--- config.mk ---
export PLATFORM = sky130hd
export DESIGN_NAME = bcd_timer_core_flat
export DESIGN_NICKNAME = d
export VERILOG_FILES = /design/src/rtl/bcd_timer_pkg.sv /design/src/rtl/bcd_timer_if.sv /design/src/rtl/bcd_digit.sv /design/src/rtl/bcd_timer_core.sv /design/src/flat_wrapper.sv
export SDC_FILE = /design/constraint.sdc
export NUM_CORES = 1
export LEC_CHECK = 0
export CORE_UTILIZATION = 54
export CTS_CLUSTER_DIAMETER = 30
export DETAILED_ROUTE_END_ITERATION = 8
export PLACE_DENSITY = 0.82
export SYNTH_ARGS = -nofsm -noshare
export SYNTH_HDL_FRONTEND = slang
export SYNTH_SLANG_ARGS = --single-unit
--- constraint.sdc ---
create_clock -name clk -period 3.7 [get_ports clk]
set_input_delay 0.555 -clock clk [delete_from_list [all_inputs] [get_ports clk]]
set_output_delay 0.555 -clock clk [all_outputs]
set_load 0.01 [all_outputs]
--- src/rtl/bcd_timer_pkg.sv ---
// Shared types, limits and load-range check for the BCD HH:MM:SS timer.
package bcd_timer_pkg;

  typedef struct packed {
    logic [3:0] hr_h;
    logic [3:0] hr_l;
    logic [3:0] min_h;
    logic [3:0] min_l;
    logic [3:0] sec_h;
    logic [3:0] sec_l;
  } bcd_time_t;

  typedef enum logic [1:0] {
    ST_IDLE,
    ST_RUN,
    ST_PAUSE,
    ST_EXPIRED
  } state_t;

  localparam logic [3:0] SEC_MAX_H = 4'd5;
  localparam logic [7:0] HR12_MAX  = 8'h11;
  localparam logic [7:0] HR24_MAX  = 8'h23;

  // With every digit <= 9 the packed BCD hour byte orders like its numeric value.
  function automatic logic bcd_time_valid(input bcd_time_t t, input logic hour24);
    logic ok;
    ok = (t.hr_h <= 4'd9) && (t.hr_l <= 4'd9) && (t.min_h <= 4'd9) &&
         (t.min_l <= 4'd9) && (t.sec_h <= 4'd9) && (t.sec_l <= 4'd9);
    ok = ok && (t.sec_h <= SEC_MAX_H) && (t.min_h <= SEC_MAX_H);
    ok = ok && ({t.hr_h, t.hr_l} <= (hour24 ? HR24_MAX : HR12_MAX));
    return ok;
  endfunction

endpackage

--- src/rtl/bcd_timer_if.sv ---
// Control and status bundle between the button logic, the timer core and the display.
interface bcd_timer_if;
  import bcd_timer_pkg::*;

  logic      start;
  logic      stop;
  logic      clear;
  logic      load;
  bcd_time_t load_val;
  logic      dir;
  logic      lap;
  bcd_time_t time_bcd;
  logic      running;
  logic      tick_o;
  logic      wrap;
  logic      load_err;
  bcd_time_t lap_bcd;
  logic      lap_valid;

  modport master (
    output start, stop, clear, load, load_val, dir, lap,
    input  time_bcd, running, tick_o, wrap, load_err, lap_bcd, lap_valid
  );

  modport slave (
    input  start, stop, clear, load, load_val, dir, lap,
    output time_bcd, running, tick_o, wrap, load_err, lap_bcd, lap_valid
  );

endinterface

--- src/rtl/bcd_digit.sv ---
// One BCD digit counting 0..MAX; priority clr > ld > inc > dec, wrapping in both directions.
module bcd_digit #(
  parameter logic [3:0] MAX = 4'd9
) (
  input  logic       clk,
  input  logic       rst,
  input  logic       inc,
  input  logic       dec,
  input  logic       clr,
  input  logic       ld,
  input  logic [3:0] ld_val,
  output logic [3:0] digit,
  output logic       at_max,
  output logic       at_zero
);

  assign at_max  = (digit == MAX);
  assign at_zero = (digit == 4'd0);

  always_ff @(posedge clk or posedge rst) begin
    if (rst)         digit <= 4'd0;
    else if (clr)    digit <= 4'd0;
    else if (ld)     digit <= ld_val;
    else if (inc)    digit <= at_max ? 4'd0 : digit + 4'd1;
    else if (dec)    digit <= at_zero ? MAX : digit - 4'd1;
  end

endmodule

--- src/rtl/bcd_timer_core.sv ---
// Prescaled BCD HH:MM:SS up/down timer with run/pause FSM and preset load.
// Optional lap capture is built when the LAP_EN macro is defined.
module bcd_timer_core
  import bcd_timer_pkg::*;
#(
  parameter int TICK_DIV = 100_000_000,
  parameter bit HOUR_24  = 1'b0
) (
  input logic        clk,
  input logic        rst,
  bcd_timer_if.slave bus
);

  localparam int             PW      = (TICK_DIV > 1) ? $clog2(TICK_DIV) : 1;
  localparam logic [PW-1:0]  PRE_MAX = PW'(TICK_DIV - 1);
  localparam logic [7:0]     HR_MAX  = HOUR_24 ? HR24_MAX : HR12_MAX;

  state_t        state, state_next;
  logic [PW-1:0] presc;
  bcd_time_t     cur;
  logic          running_q, wrap_q, load_err_q;
  logic          ld_take, load_bad;
  logic          tick, cnt, count_up, count_dn, expire, is_zero, is_one;
  logic          sl_max, sh_max, ml_max, mh_max, hl_max, hh_max;
  logic          sl_zero, sh_zero, ml_zero, mh_zero, hl_zero, hh_zero;
  logic          inc_sh, inc_ml, inc_mh, c_hr, hr_wrap, inc_hl, inc_hh;
  logic          dec_sh, dec_ml, dec_mh, dec_hl, dec_hh;

  assign tick     = (state == ST_RUN) && (presc == PRE_MAX);
  assign cnt      = tick && !bus.clear;
  assign is_zero  = sl_zero && sh_zero && ml_zero && mh_zero && hl_zero && hh_zero;
  assign is_one   = (cur == bcd_time_t'(24'h000001));
  // A down tick at 00:00:01 (or already at zero) ends the countdown.
  assign expire   = cnt && bus.dir && (is_one || is_zero);
  assign count_up = cnt && !bus.dir;
  assign count_dn = cnt && bus.dir && !is_zero;

  assign inc_sh  = count_up && sl_max;
  assign inc_ml  = inc_sh && sh_max;
  assign inc_mh  = inc_ml && ml_max;
  assign c_hr    = inc_mh && mh_max;
  assign hr_wrap = c_hr && hh_max && (cur.hr_l == HR_MAX[3:0]);
  assign inc_hl  = c_hr && !hr_wrap;
  assign inc_hh  = inc_hl && hl_max;

  assign dec_sh = count_dn && sl_zero;
  assign dec_ml = dec_sh && sh_zero;
  assign dec_mh = dec_ml && ml_zero;
  assign dec_hl = dec_mh && mh_zero;
  assign dec_hh = dec_hl && hl_zero;

  bcd_digit #(.MAX(4'd9)) u_sl (.clk(clk), .rst(rst), .inc(count_up), .dec(count_dn),
    .clr(bus.clear), .ld(ld_take), .ld_val(bus.load_val.sec_l),
    .digit(cur.sec_l), .at_max(sl_max), .at_zero(sl_zero));
  bcd_digit #(.MAX(SEC_MAX_H)) u_sh (.clk(clk), .rst(rst), .inc(inc_sh), .dec(dec_sh),
    .clr(bus.clear), .ld(ld_take), .ld_val(bus.load_val.sec_h),
    .digit(cur.sec_h), .at_max(sh_max), .at_zero(sh_zero));
  bcd_digit #(.MAX(4'd9)) u_ml (.clk(clk), .rst(rst), .inc(inc_ml), .dec(dec_ml),
    .clr(bus.clear), .ld(ld_take), .ld_val(bus.load_val.min_l),
    .digit(cur.min_l), .at_max(ml_max), .at_zero(ml_zero));
  bcd_digit #(.MAX(SEC_MAX_H)) u_mh (.clk(clk), .rst(rst), .inc(inc_mh), .dec(dec_mh),
    .clr(bus.clear), .ld(ld_take), .ld_val(bus.load_val.min_h),
    .digit(cur.min_h), .at_max(mh_max), .at_zero(mh_zero));
  bcd_digit #(.MAX(4'd9)) u_hl (.clk(clk), .rst(rst), .inc(inc_hl), .dec(dec_hl),
    .clr(bus.clear || hr_wrap), .ld(ld_take), .ld_val(bus.load_val.hr_l),
    .digit(cur.hr_l), .at_max(hl_max), .at_zero(hl_zero));
  bcd_digit #(.MAX(HR_MAX[7:4])) u_hh (.clk(clk), .rst(rst), .inc(inc_hh), .dec(dec_hh),
    .clr(bus.clear || hr_wrap), .ld(ld_take), .ld_val(bus.load_val.hr_h),
    .digit(cur.hr_h), .at_max(hh_max), .at_zero(hh_zero));

  always_ff @(posedge clk or posedge rst) begin
    if (rst) state <= ST_IDLE;
    else     state <= state_next;
  end

  // Same-cycle priority: clear, then load, then start, then stop; expiry follows the count.
  always_comb begin
    state_next = state;
    ld_take    = 1'b0;
    load_bad   = 1'b0;
    if (bus.clear) begin
      state_next = ST_IDLE;
    end else if (bus.load && (state != ST_RUN)) begin
      if (bcd_time_valid(bus.load_val, HOUR_24)) begin
        ld_take = 1'b1;
        if (state == ST_EXPIRED) state_next = ST_IDLE;
      end else begin
        load_bad = 1'b1;
      end
    end else if (bus.start) begin
      if (((state == ST_IDLE) || (state == ST_PAUSE)) && !(bus.dir && is_zero))
        state_next = ST_RUN;
    end else if (bus.stop) begin
      if (state == ST_RUN) state_next = ST_PAUSE;
    end
    if (expire) state_next = ST_EXPIRED;
  end

  always_ff @(posedge clk or posedge rst) begin
    if (rst) begin
      presc      <= '0;
      running_q  <= 1'b0;
      wrap_q     <= 1'b0;
      load_err_q <= 1'b0;
    end else begin
      if (bus.clear || ld_take)  presc <= '0;
      else if (state == ST_RUN)  presc <= tick ? '0 : presc + PW'(1);
      running_q  <= (state_next == ST_RUN);
      wrap_q     <= hr_wrap || expire;
      load_err_q <= load_bad;
    end
  end

  assign bus.time_bcd = cur;
  assign bus.running  = running_q;
  assign bus.tick_o   = tick;
  assign bus.wrap     = wrap_q;
  assign bus.load_err = load_err_q;

`ifdef LAP_EN
  bcd_time_t lap_q;
  logic      lap_v;

  always_ff @(posedge clk or posedge rst) begin
    if (rst) begin
      lap_q <= '0;
      lap_v <= 1'b0;
    end else if (bus.clear) begin
      lap_q <= '0;
      lap_v <= 1'b0;
    end else if (bus.lap && ((state == ST_RUN) || (state == ST_PAUSE))) begin
      lap_q <= cur;
      lap_v <= 1'b1;
    end
  end

  assign bus.lap_bcd   = lap_q;
  assign bus.lap_valid = lap_v;
`else
  logic unused_lap;
  assign unused_lap    = bus.lap;
  assign bus.lap_bcd   = '0;
  assign bus.lap_valid = 1'b0;
`endif

endmodule

--- src/flat_wrapper.sv ---
// flat-port wrapper written by rule: the top's interface ports become plain ports
module bcd_timer_core_flat import bcd_timer_pkg::*;
#(
  parameter int TICK_DIV = 100_000_000,
  parameter bit HOUR_24  = 1'b0
)
  (clk, rst, bus_start, bus_stop, bus_clear, bus_load, bus_load_val, bus_dir, bus_lap, bus_time_bcd, bus_running, bus_tick_o, bus_wrap, bus_load_err, bus_lap_bcd, bus_lap_valid);
  bcd_timer_if bus_i ();
  input logic clk;
  input logic rst;
  input wire logic [$bits(bus_i.start)-1:0] bus_start;
  input wire logic [$bits(bus_i.stop)-1:0] bus_stop;
  input wire logic [$bits(bus_i.clear)-1:0] bus_clear;
  input wire logic [$bits(bus_i.load)-1:0] bus_load;
  input wire logic [$bits(bus_i.load_val)-1:0] bus_load_val;
  input wire logic [$bits(bus_i.dir)-1:0] bus_dir;
  input wire logic [$bits(bus_i.lap)-1:0] bus_lap;
  output wire logic [$bits(bus_i.time_bcd)-1:0] bus_time_bcd;
  output wire logic [$bits(bus_i.running)-1:0] bus_running;
  output wire logic [$bits(bus_i.tick_o)-1:0] bus_tick_o;
  output wire logic [$bits(bus_i.wrap)-1:0] bus_wrap;
  output wire logic [$bits(bus_i.load_err)-1:0] bus_load_err;
  output wire logic [$bits(bus_i.lap_bcd)-1:0] bus_lap_bcd;
  output wire logic [$bits(bus_i.lap_valid)-1:0] bus_lap_valid;
  assign bus_i.start = bus_start;
  assign bus_i.stop = bus_stop;
  assign bus_i.clear = bus_clear;
  assign bus_i.load = bus_load;
  assign bus_i.load_val = bus_load_val;
  assign bus_i.dir = bus_dir;
  assign bus_i.lap = bus_lap;
  assign bus_time_bcd = bus_i.time_bcd;
  assign bus_running = bus_i.running;
  assign bus_tick_o = bus_i.tick_o;
  assign bus_wrap = bus_i.wrap;
  assign bus_load_err = bus_i.load_err;
  assign bus_lap_bcd = bus_i.lap_bcd;
  assign bus_lap_valid = bus_i.lap_valid;
  bcd_timer_core #(.TICK_DIV(TICK_DIV), .HOUR_24(HOUR_24)) u_core (.clk(clk), .rst(rst), .bus(bus_i));
endmodule
# After elaboration in Yosys (flattened, before gate mapping)
# Cells that the tools add are included.
[word_totals]
ff_bits = 56
latchBits = 0
mem_bits_rw = 0
mem_bits_ro = 0
out_inout_bits = 53
word_cells = 160
memories = 0
[classes]
add_sub_neg = 13
n_mul = 0
div_mod_pow = 0
magnitude_cmp = 9
eq_ne = 14
shift = 0
mux = 54
bitwise = 0
n_reduce_logical = 59
[ops]
columns = ["op", "count"]
rows = [
  ["two-way mux 4 bit", 36],
  ["two-way mux 27 bit", 3],
  ["logical AND 1 bit", 35],
  ["adder 27 x 1 -> 27 bit (second input constant)", 1],
  ["equality test 27 bit (second input constant)", 1],
  ["adder 4 x 1 -> 4 bit (second input constant)", 6],
  ["equality test 24 x 1 -> 1 bit (second input constant)", 1],
  ["less-or-equal comparator 4 bit (second input constant)", 6],
  ["logical NOT 4 bit", 6],
  ["nonzero test 4 bit", 6],
  ["subtractor 4 x 1 -> 4 bit (second input constant)", 6],
  ["two-way mux 2 bit", 9],
  ["equality test 4 bit (second input constant)", 3],
  ["equality test 4 x 1 -> 1 bit (second input constant)", 2],
  ["equality test 4 x 3 -> 1 bit (second input constant)", 2],
  ["less-or-equal comparator 4 x 3 -> 1 bit (second input constant)", 2],
  ["less-or-equal comparator 8 x 5 -> 1 bit (second input constant)", 1],
  ["two-way mux 1 bit", 6],
  ["logical NOT 1 bit", 5],
  ["logical OR 1 bit", 5],
  ["equality test 2 x 1 -> 1 bit (second input constant)", 2],
  ["equality test 2 bit (second input constant)", 2],
  ["logical NOT 2 bit", 1],
  ["!= test 2 x 1 -> 1 bit (second input constant)", 1],
  ["nonzero test 2 bit", 1],
]

# Logic depth before layout (Yosys ltp)
# Gate-level depths: netlist (run 1).
[logic_depth]
depth_word = 17
depth_mapped = 9
depth_no_buf = 8

# By module
# Synthesis (run 1) repeated with hierarchy kept, for this count alone.
[unflattened]
hier_cells = 589
area_unflattened_um2 = 4932.2
[modules_own_cells]
columns = ["mod", "n_inst", "cells_per_inst", "area_per_inst_um2"]
rows = [
  ["bcd_timer_core", 1, 274, 2263.4],
  ["bcd_digit at u_core.u_hl ...", 3, 54, 481.7],
  ["bcd_digit at u_core.u_mh ...", 2, 55, 424.2],
  ["bcd_digit at u_core.u_hh", 1, 43, 375.4],
]

# Worst setup path before layout (run 1)
# No wires, ideal clock.
[synth_timing]
kind = "reg-to-reg"
startpoint = "register u_core.u_sl.digit[1]"
endpoint = "register u_core.u_ml.digit[2]"
arrival_time_ns = 2.581
t_required_ns = 3.601
path_slack_ns = 1.019
stages_incl_launch_ff = 10
period_less_slack_ns = 2.681
cell_sequence = "dfrtp_1 inv_1 ha_1 and4bb_2 nand3_1 or4_4 buf_6 mux4_2 or2_1 a311oi_1"
[synth_via]
elab_chain_cells = 11
elab_cells_between_ends = 17
cone_classes = "eq/ne (1); mux (3); reduce/logical (13)"
[synth_lines]
columns = ["element", "line", "rtl"]
rows = [
  ["from (decl)", "bcd_digit.sv:12", "output logic [3:0] digit,"],
  ["from (signal assigned)", "bcd_digit.sv:23", "else if (ld) digit <= ld_val;"],
  ["from (signal assigned)", "bcd_digit.sv:24", "else if (inc) digit <= at_max ? 4'd0 : digit + 4'd1;"],
  ["from (signal assigned)", "bcd_digit.sv:25", "else if (dec) digit <= at_zero ? MAX : digit - 4'd1;"],
  ["logical NOT 4 bit", "bcd_digit.sv:18", "assign at_zero = (digit == 4'd0);"],
  ["logical AND 1 bit (5 in a row)", "bcd_timer_core.sv:31", "assign is_zero = sl_zero && sh_zero && ml_zero && mh_zero && hl_zero && hh_zero;"],
  ["logical NOT 1 bit", "bcd_timer_core.sv:36", "assign count_dn = cnt && bus.dir && !is_zero;"],
  ["logical AND 1 bit", "bcd_timer_core.sv:36", ""],
  ["logical AND 1 bit", "bcd_timer_core.sv:46", "assign dec_sh = count_dn && sl_zero;"],
  ["logical AND 1 bit", "bcd_timer_core.sv:47", "assign dec_ml = dec_sh && sh_zero;"],
  ["nonzero test 4 bit (no line)", "-", ""],
  ["to (signal assigned)", "bcd_digit.sv:23", ""],
  ["to (signal assigned)", "bcd_digit.sv:24", ""],
  ["to (signal assigned)", "bcd_digit.sv:25", ""],
  ["to (decl)", "bcd_digit.sv:12", ""],
]
# Parallel ways exist; a longest one is shown, timed or not.
# A chain may end at the register's enable or synchronous reset.

# Worst setup path in the final report (run 1)
[layout_timing]
startpoint = "register u_core.u_mh.digit[1]"
endpoint = "register u_core.u_sl.digit[3]"
[layout_via]
elab_chain_cells = 7
[layout_lines]
columns = ["element", "line"]
rows = [
  ["from (decl)", "bcd_digit.sv:12"],
  ["from (signal assigned)", "bcd_digit.sv:23"],
  ["from (signal assigned)", "bcd_digit.sv:24"],
  ["from (signal assigned)", "bcd_digit.sv:25"],
  ["logical NOT 4 bit", "bcd_digit.sv:18"],
  ["logical AND 1 bit (3 in a row)", "bcd_timer_core.sv:31"],
  ["logical NOT 1 bit", "bcd_timer_core.sv:36"],
  ["logical AND 1 bit", "bcd_timer_core.sv:36"],
  ["nonzero test 4 bit (no line)", "-"],
]
# No other way between the ends.

==> results.cfg, run 1 <==
[sta]
rsz0062_at_grt = no
fin_ws_ns = 0.567
setup_tns_ns = 0
finalCriticalPeriod_ns = 3.13
finClkSkew_ns = 0.0121
hold_viol = 0
relSlewSlack_pct = 37.2
period_share_pct = 84.7
max_freq_mhz = 319
drv_slew = 0
worstMarginPinSlew_ns = 0.936
setup_violations = 0

[power]
ir_drop_uv = 177
leakage_nw = 2.16
power_density_nw_per_um2 = 275
p_total_mw = 1.46

[synth]
ys_ff_latch = 56
syn_area_sq_um = 4600
postSynth.asyncResetShare_pct = 100
ys.flop_type = dfrtp_1
synth_edf_count = 0
ys_warn_count = 0
ys_types = 72
post_synth.cell_area_avg_sq_um = 8.32
netlist_instances = 553
yosysSeqAreaShare_pct = 30.5

[detailed_routing]
drt_iter0_drc = 478
postRouteAntennaNets = 0
vias = 4627
wl_per_cell_um = 18.3
vias_per_cell = 6.53
wl_mm = 13.0
firstDrtPassIters = 5
drc_errors = 0

[cts]
cts.clk_slew.worst_paths_ns = 0.11
postCtsSetupBuffers = 0
clockBufferDepth = 2
h-tree-depth = 2
cts_sinks = 56
cts_resized = 0
cts_tree = done
clock_latency_ns = 0.32
cts_hold_buf = 0
cts_buffers = 5
cts-root-buf = clkbuf_8

[critical_path]
crit_path_start_kind = register
crit_path_end_kind = register
worstSetupPathType = reg -> reg
r2r_setup_slack_ns = 0.57
reg2reg_to = u_core.u_sl.digit[3]
crit_arrival_ns = 3.36
r2r_cells = 8
timing.rr.start = u_core.u_mh.digit[1]
crit_required_ns = 3.93
cp_max_fo = 8

[final_layout]
diodes = 0
final_cells = 709
nets = 651
post-route-util_pct = 64.8
multi_input_comb_area_sq_um = 2900
area_growth_pct = 15.8
num-fill-cells = 704
drive_gt1_share_pct = 8.61
seqCellArea_sq_um = 1400

[floorplanning]
start_util_pct = 56.0
die-area_sq_um = 8890
core_area_sq_um = 8220
die_y_um = 94.3
die_x_um = 94.3
fp-row-count = 33
pin_count = 85

[global_routing]
grt_first_pass_wirelength_mm = 21.0
grt_antenna_before_repair = 0
grt_max_degree = 34
grt_util_all_layers_pct = 29.8
grt_overflow_total = 0
grt_pass1_vias = 4311

[min_path]
hold_path_class = reg -> reg
min_path_cells = 2
worstHoldEndpoint = u_core.presc[7]
min_from = u_core.presc[7]

[placement]
pre_cts_slack_ns = 0.497
dp_hpwl_mm = 9.57
dp_cells = 701
gp_congestion = 0.941
io_buffers = 58

[job]
max_cap_viol_count = 0

[run_status]
status = finished, final reports clean
worst max-delay path, cell delays in order, from the launching register on:
cell and delay [ns]:
dfrtp_1 0.48, inv_1 0.15, ha_1 0.26, or3b_2 0.57
nor4_1 0.55, nand3_1 0.20, a21oi_1 0.51, a21oi_1 0.10
a21oi_1 0.22
synthesized netlist by cell type, types with 9 or more instances:
| cell type | number | area [sq um] |
|---|---|---|
| dfrtp_1 | 56 | 1400 |
| ha_1 | 16 | 200 |
| o31ai_1 | 11 | 82.6 |
| nor2_1 | 44 | 165 |
| nand4_1 | 21 | 131 |
| clkbuf_1 | 21 | 78.8 |
| nor4_1 | 10 | 62.6 |
| nand3_1 | 25 | 125 |
| nand2_1 | 44 | 165 |
| inv_1 | 24 | 90.1 |
| o21ai_0 | 31 | 155 |
| xor2_1 | 16 | 140 |
| a21oi_1 | 33 | 165 |
| or3_1 | 9 | 56.3 |
| nor3_1 | 15 | 75.1 |
| buf_4 | 25 | 188 |
power by group:
| part | switching, mW | internal [mW] |
|---|---|---|
| clock | 0.222 | 0.205 |
| combinational | 0.188 | 0.162 |
| sequential | 0.0524 | 0.634 |
per-layer routing:
metal / GRT usage [%] / vias to the layer above / wire length (um) / part of all wire (%)
li1: - / 2107 / - / -
met1: 41.3 / 2231 / 5580 / 43
met2: 47.5 / 252 / 6140 / 47
met3: 4.13 / 37 / 983 / 7.6
met4: 9.87 / 0 / 294 / 2.3
met5: 0 / - / 0 / 0
sequential cells by signal, indices dropped and copies added (netlist names):
signal and flops:
u_core.u_hh.digit 4, u_core.bus.wrap 1, u_core.bus.running 1, u_core.u_sh.digit 4, u_core.bus.load_err 1, u_core.u_mh.digit 4
u_core.state 2, u_core.u_sl.digit 4, u_core.u_hl.digit 4, u_core.presc 27, u_core.u_ml.digit 4
per-stage QoR:
stage               instance area [sq um]  hold slack (ns)
global placement                     5220            0.515
finish                               5330            0.546
floorplan                            4690            0.498
detailed placement                   5220            0.524
CTS                                  5330            0.552
global route                         5330            0.614
worst max-delay path by stage:
stage                              start                    to  slack (ns)  depth (start not counted)
finish              u_core.u_mh.digit[1]  u_core.u_sl.digit[3]        0.57                          8
floorplan           u_core.u_sl.digit[1]  u_core.u_ml.digit[2]        1.02                          9
detailed placement               bus_dir  u_core.u_ml.digit[2]        0.50                          7
global placement                 bus_dir  u_core.u_ml.digit[2]        0.53                          7
global route        u_core.u_mh.digit[1]  u_core.u_hl.digit[2]        0.43                          7
CTS                     u_core.presc[13]            bus_tick_o        0.61                          4
cell families after synthesis:
logic type | Yosys count | share of synthesized area (%)
DFF | 56 | 30.5
adders and majority gates | 16 | 4.35
AOI/OAI and AO/OA | 128 | 18.1
other | 1 | 0.0815
muxes | 14 | 3.70
buffers and inverters | 76 | 8.54
xor gates and xnor gates | 19 | 3.62
and+or+nand+nor | 243 | 31.1
placed cells by master, fill, tap and decap left out, types with 9 or more instances in the layout:
cell type / instances
buf_4: 12
ha_1: 16
or3_1: 9
dfrtp_1: 56
o21ai_0: 31
nand2_1: 44
a21oi_1: 33
inv_1: 23
conb_1: 25
nor4_1: 9
clkdlybuf4s50_1: 58
xor2_1: 16
nand3_1: 25
nor3_1: 15
o31ai_1: 11
nand4_1: 21
nor2_1: 44
area by class of cell:
type                            instances  area share (%)
Clock inverter                          2           0.728
Sequential cell                        56            26.3
Timing Repair Buffer                   71            13.0
Multi-Input combinational cell        445            54.5
Tap cell                              105            2.47
Clock buffer                            6            1.36
Inverter                               24            1.69
(Power assumes the default switching activity.)
==> inputs of run 2 (changes only) <==
==> constraint.sdc (replaced) <==
create_clock -name clk -period 3.21 [get_ports clk]
set_input_delay 0.4815 -clock clk [delete_from_list [all_inputs] [get_ports clk]]
set_output_delay 0.4815 -clock clk [all_outputs]
set_load 0.01 [all_outputs]
==> run 2 against run 1 <==
  * Routed wire length decreased by 2.9%
  * Sequential power rose by 14%
  * First-iteration DRC count fell by 23%
  * Die area did not move
  * Combinational power rose by 20%
  * Clock power down 5.2%
  * Critical endpoint is now u_core.u_sh.digit[0]
==> results.cfg, run 2 (synthesis results as in run 1) <==
[cts]
clock_latency_ns = 0.32
cts_buffers = 5
cts-root-buf = clkbuf_8
cts_sinks = 56
cts.clk_slew.worst_paths_ns = 0.10
h-tree-depth = 2
clockBufferDepth = 2
cts_hold_buf = 0
cts_tree = done

[sta]
rsz0062_at_grt = no
finClkSkew_ns = 0.00806
max_freq_mhz = 346
relSlewSlack_pct = 51.3
worstMarginPinSlew_ns = 0.731
drv_slew = 0
hold_viol = 0
setup_tns_ns = 0
period_share_pct = 90.0
finalCriticalPeriod_ns = 2.89
setup_violations = 0

[final_layout]
nets = 662
diodes = 0
largest_reg_flops = 27
drive_gt1_share_pct = 10.4
layout_commonest_cell = clkdlybuf4s50_1
num-fill-cells = 693
regMostFlops = u_core.presc
area_growth_pct = 17.2
mostFrequentLayoutCells = 58 x clkdlybuf4s50_1, 56 x dfrtp_1, 44 x nand2_1, 44 x nor2_1, 33 x a21oi_1
final_cells = 720

[job]
max_cap_viol_count = 0

[global_routing]
grt_antenna_before_repair = 0
grt_util_all_layers_pct = 30.1
grt_first_pass_wirelength_mm = 20.9
grt_pass1_vias = 4178
grt_max_degree = 57
grt_overflow_total = 0

[critical_path]
worst-path-buf-inv = 1
cpMostUsedCell = a21oi_1
cp_top_family = compound AO/OA/AOI/OAI gates
crit_arrival_ns = 3.13
crit_path_start_kind = register
worstSetupPathType = reg -> reg
crit_path_end_kind = register
slowest_stage = or3b_2
slowest_delay_ns = 0.55
cp_max_fo = 8
worstPathCellList = inv_1 -> ha_1 -> or3b_2 -> nor3_1 -> a311oi_1 -> a21oi_1 -> a21oi_1 -> a22oi_1
crit_required_ns = 3.45

[detailed_routing]
vias_per_cell = 6.30
drc_errors = 0
firstDrtPassIters = 5
drt_iter0_drc = 368
vias = 4535
wl_mm = 12.6
postRouteAntennaNets = 0
wl_per_cell_um = 17.5

[placement]
dp_cells = 712
io_buffers = 58
gp_congestion = 0.929
dp_hpwl_mm = 9.32

[floorplanning]
die-area_sq_um = 8890
die_y_um = 94.3
die_x_um = 94.3
fp-row-count = 33
start_util_pct = 56.0
core_area_sq_um = 8220
pin_count = 85

[power]
power_frac_seq_pct = 48.7
power_density_nw_per_um2 = 298
power_frac_comb_pct = 26.1
switchingPower_mw = 0.524
p_total_mw = 1.61
leakage_nw = 2.20
p_clk_share_pct = 25.1
internal_power_mw = 1.08
ir_drop_uv = 323
sw_frac_of_total_pct = 32.6

[min_path]
hold_path_class = reg -> reg

[run_status]
status = finished, final reports clean
run 2: changes by cell type in the layout (fill, tap and decap cells not counted):
| cell | delta |
|---|---|
| inv_6 | -1 |
| a311oi_1 | -1 |
| clkinv_4 | +1 |
| clkinvlp_4 | +1 |
| a311oi_2 | +1 |
| buf_4 | +11 |
| bufinv_16 | -1 |
run 2: final timing paths:
| check | from | to | slack, ns | cells past startpoint |
|---|---|---|---|---|
| min in group asynchronous | rst | u_core.presc[22] | 0.68 | 3 |
| max | u_core.u_mh.digit[1] | u_core.u_sh.digit[0] | 0.32 | 8 |
| min | u_core.presc[1] | u_core.presc[1] | 0.57 | 2 |
| min reg2reg | u_core.presc[1] | u_core.presc[1] | 0.57 | 2 |
| max reg2reg | u_core.u_mh.digit[1] | u_core.u_sh.digit[0] | 0.32 | 8 |
| max in group asynchronous | rst | u_core.u_ml.digit[0] | 2.06 | 3 |
run 2: layout make-up:
cell class,instances,area (sq um),area share (%)
Sequential cell,56,1400,26.0
Timing Repair Buffer,82,773,14.3
Clock buffer,6,72.6,1.35
Clock inverter,2,16.3,0.302
Tap cell,105,131,2.44
Multi-Input combinational cell,445,2910,53.9
Inverter,24,90.1,1.67
run 2: repair_timing:
item | 4_1_cts | 5_1_grt
resized for setup | 0 | 1
buffers inserted | 0 | 0
endpoints found under the setup margin | 0 | 1
run 2: routing by layer:
layer	vias to the layer above	GRT usage (%)	wire length (um)
met1	2180	40.9	5590
met4	0	12.1	333
met3	36	6.39	871
met5	-	0	0
li1	2120	-	-
met2	199	46.5	5830
run 2: power by group through the flow:
stage / Combinational, mW / Sequential, mW / Clock [mW]
2_1_floorplan: 0.271 / 0.785 / 0
3_3_place_gp: 0.404 / 0.794 / 0
3_5_place_dp: 0.415 / 0.795 / 0
4_1_cts: 0.417 / 0.782 / 0.413
5_1_grt: 0.467 / 0.790 / 0.438
6_report: 0.420 / 0.784 / 0.405
run 2: worst min-delay path: stages (launching register included):
cell and delay (ns):
dfrtp_1 0.38, a21oi_1 0.07, nor2_1 0.08
run 2: per-stage QoR:
stage | utilization (%) | worst slack [ns] | hold slack, ns | instance area [sq um]
floorplan | - | 0.529 | 0.498 | 4690
global placement | 64.5 | 0.287 | 0.518 | 5300
detailed placement | 64.5 | 0.151 | 0.537 | 5300
global route | 65.6 | 0.149 | 0.590 | 5390
finish | 65.6 | 0.320 | 0.565 | 5390
CTS | 65.6 | 0.273 | 0.562 | 5390
==> inputs of run 3 (changes only) <==
--- a/config.mk
+++ b/config.mk
@@ -7,6 +7,7 @@
 export LEC_CHECK = 0
 export CORE_UTILIZATION = 54
 export CTS_CLUSTER_DIAMETER = 30
+export CTS_CLUSTER_SIZE = 16
 export DETAILED_ROUTE_END_ITERATION = 8
 export PLACE_DENSITY = 0.82
 export SYNTH_ARGS = -nofsm -noshare
==> results of run 3 <==
Final layout, timing and power as in run 2 (identical DEF).
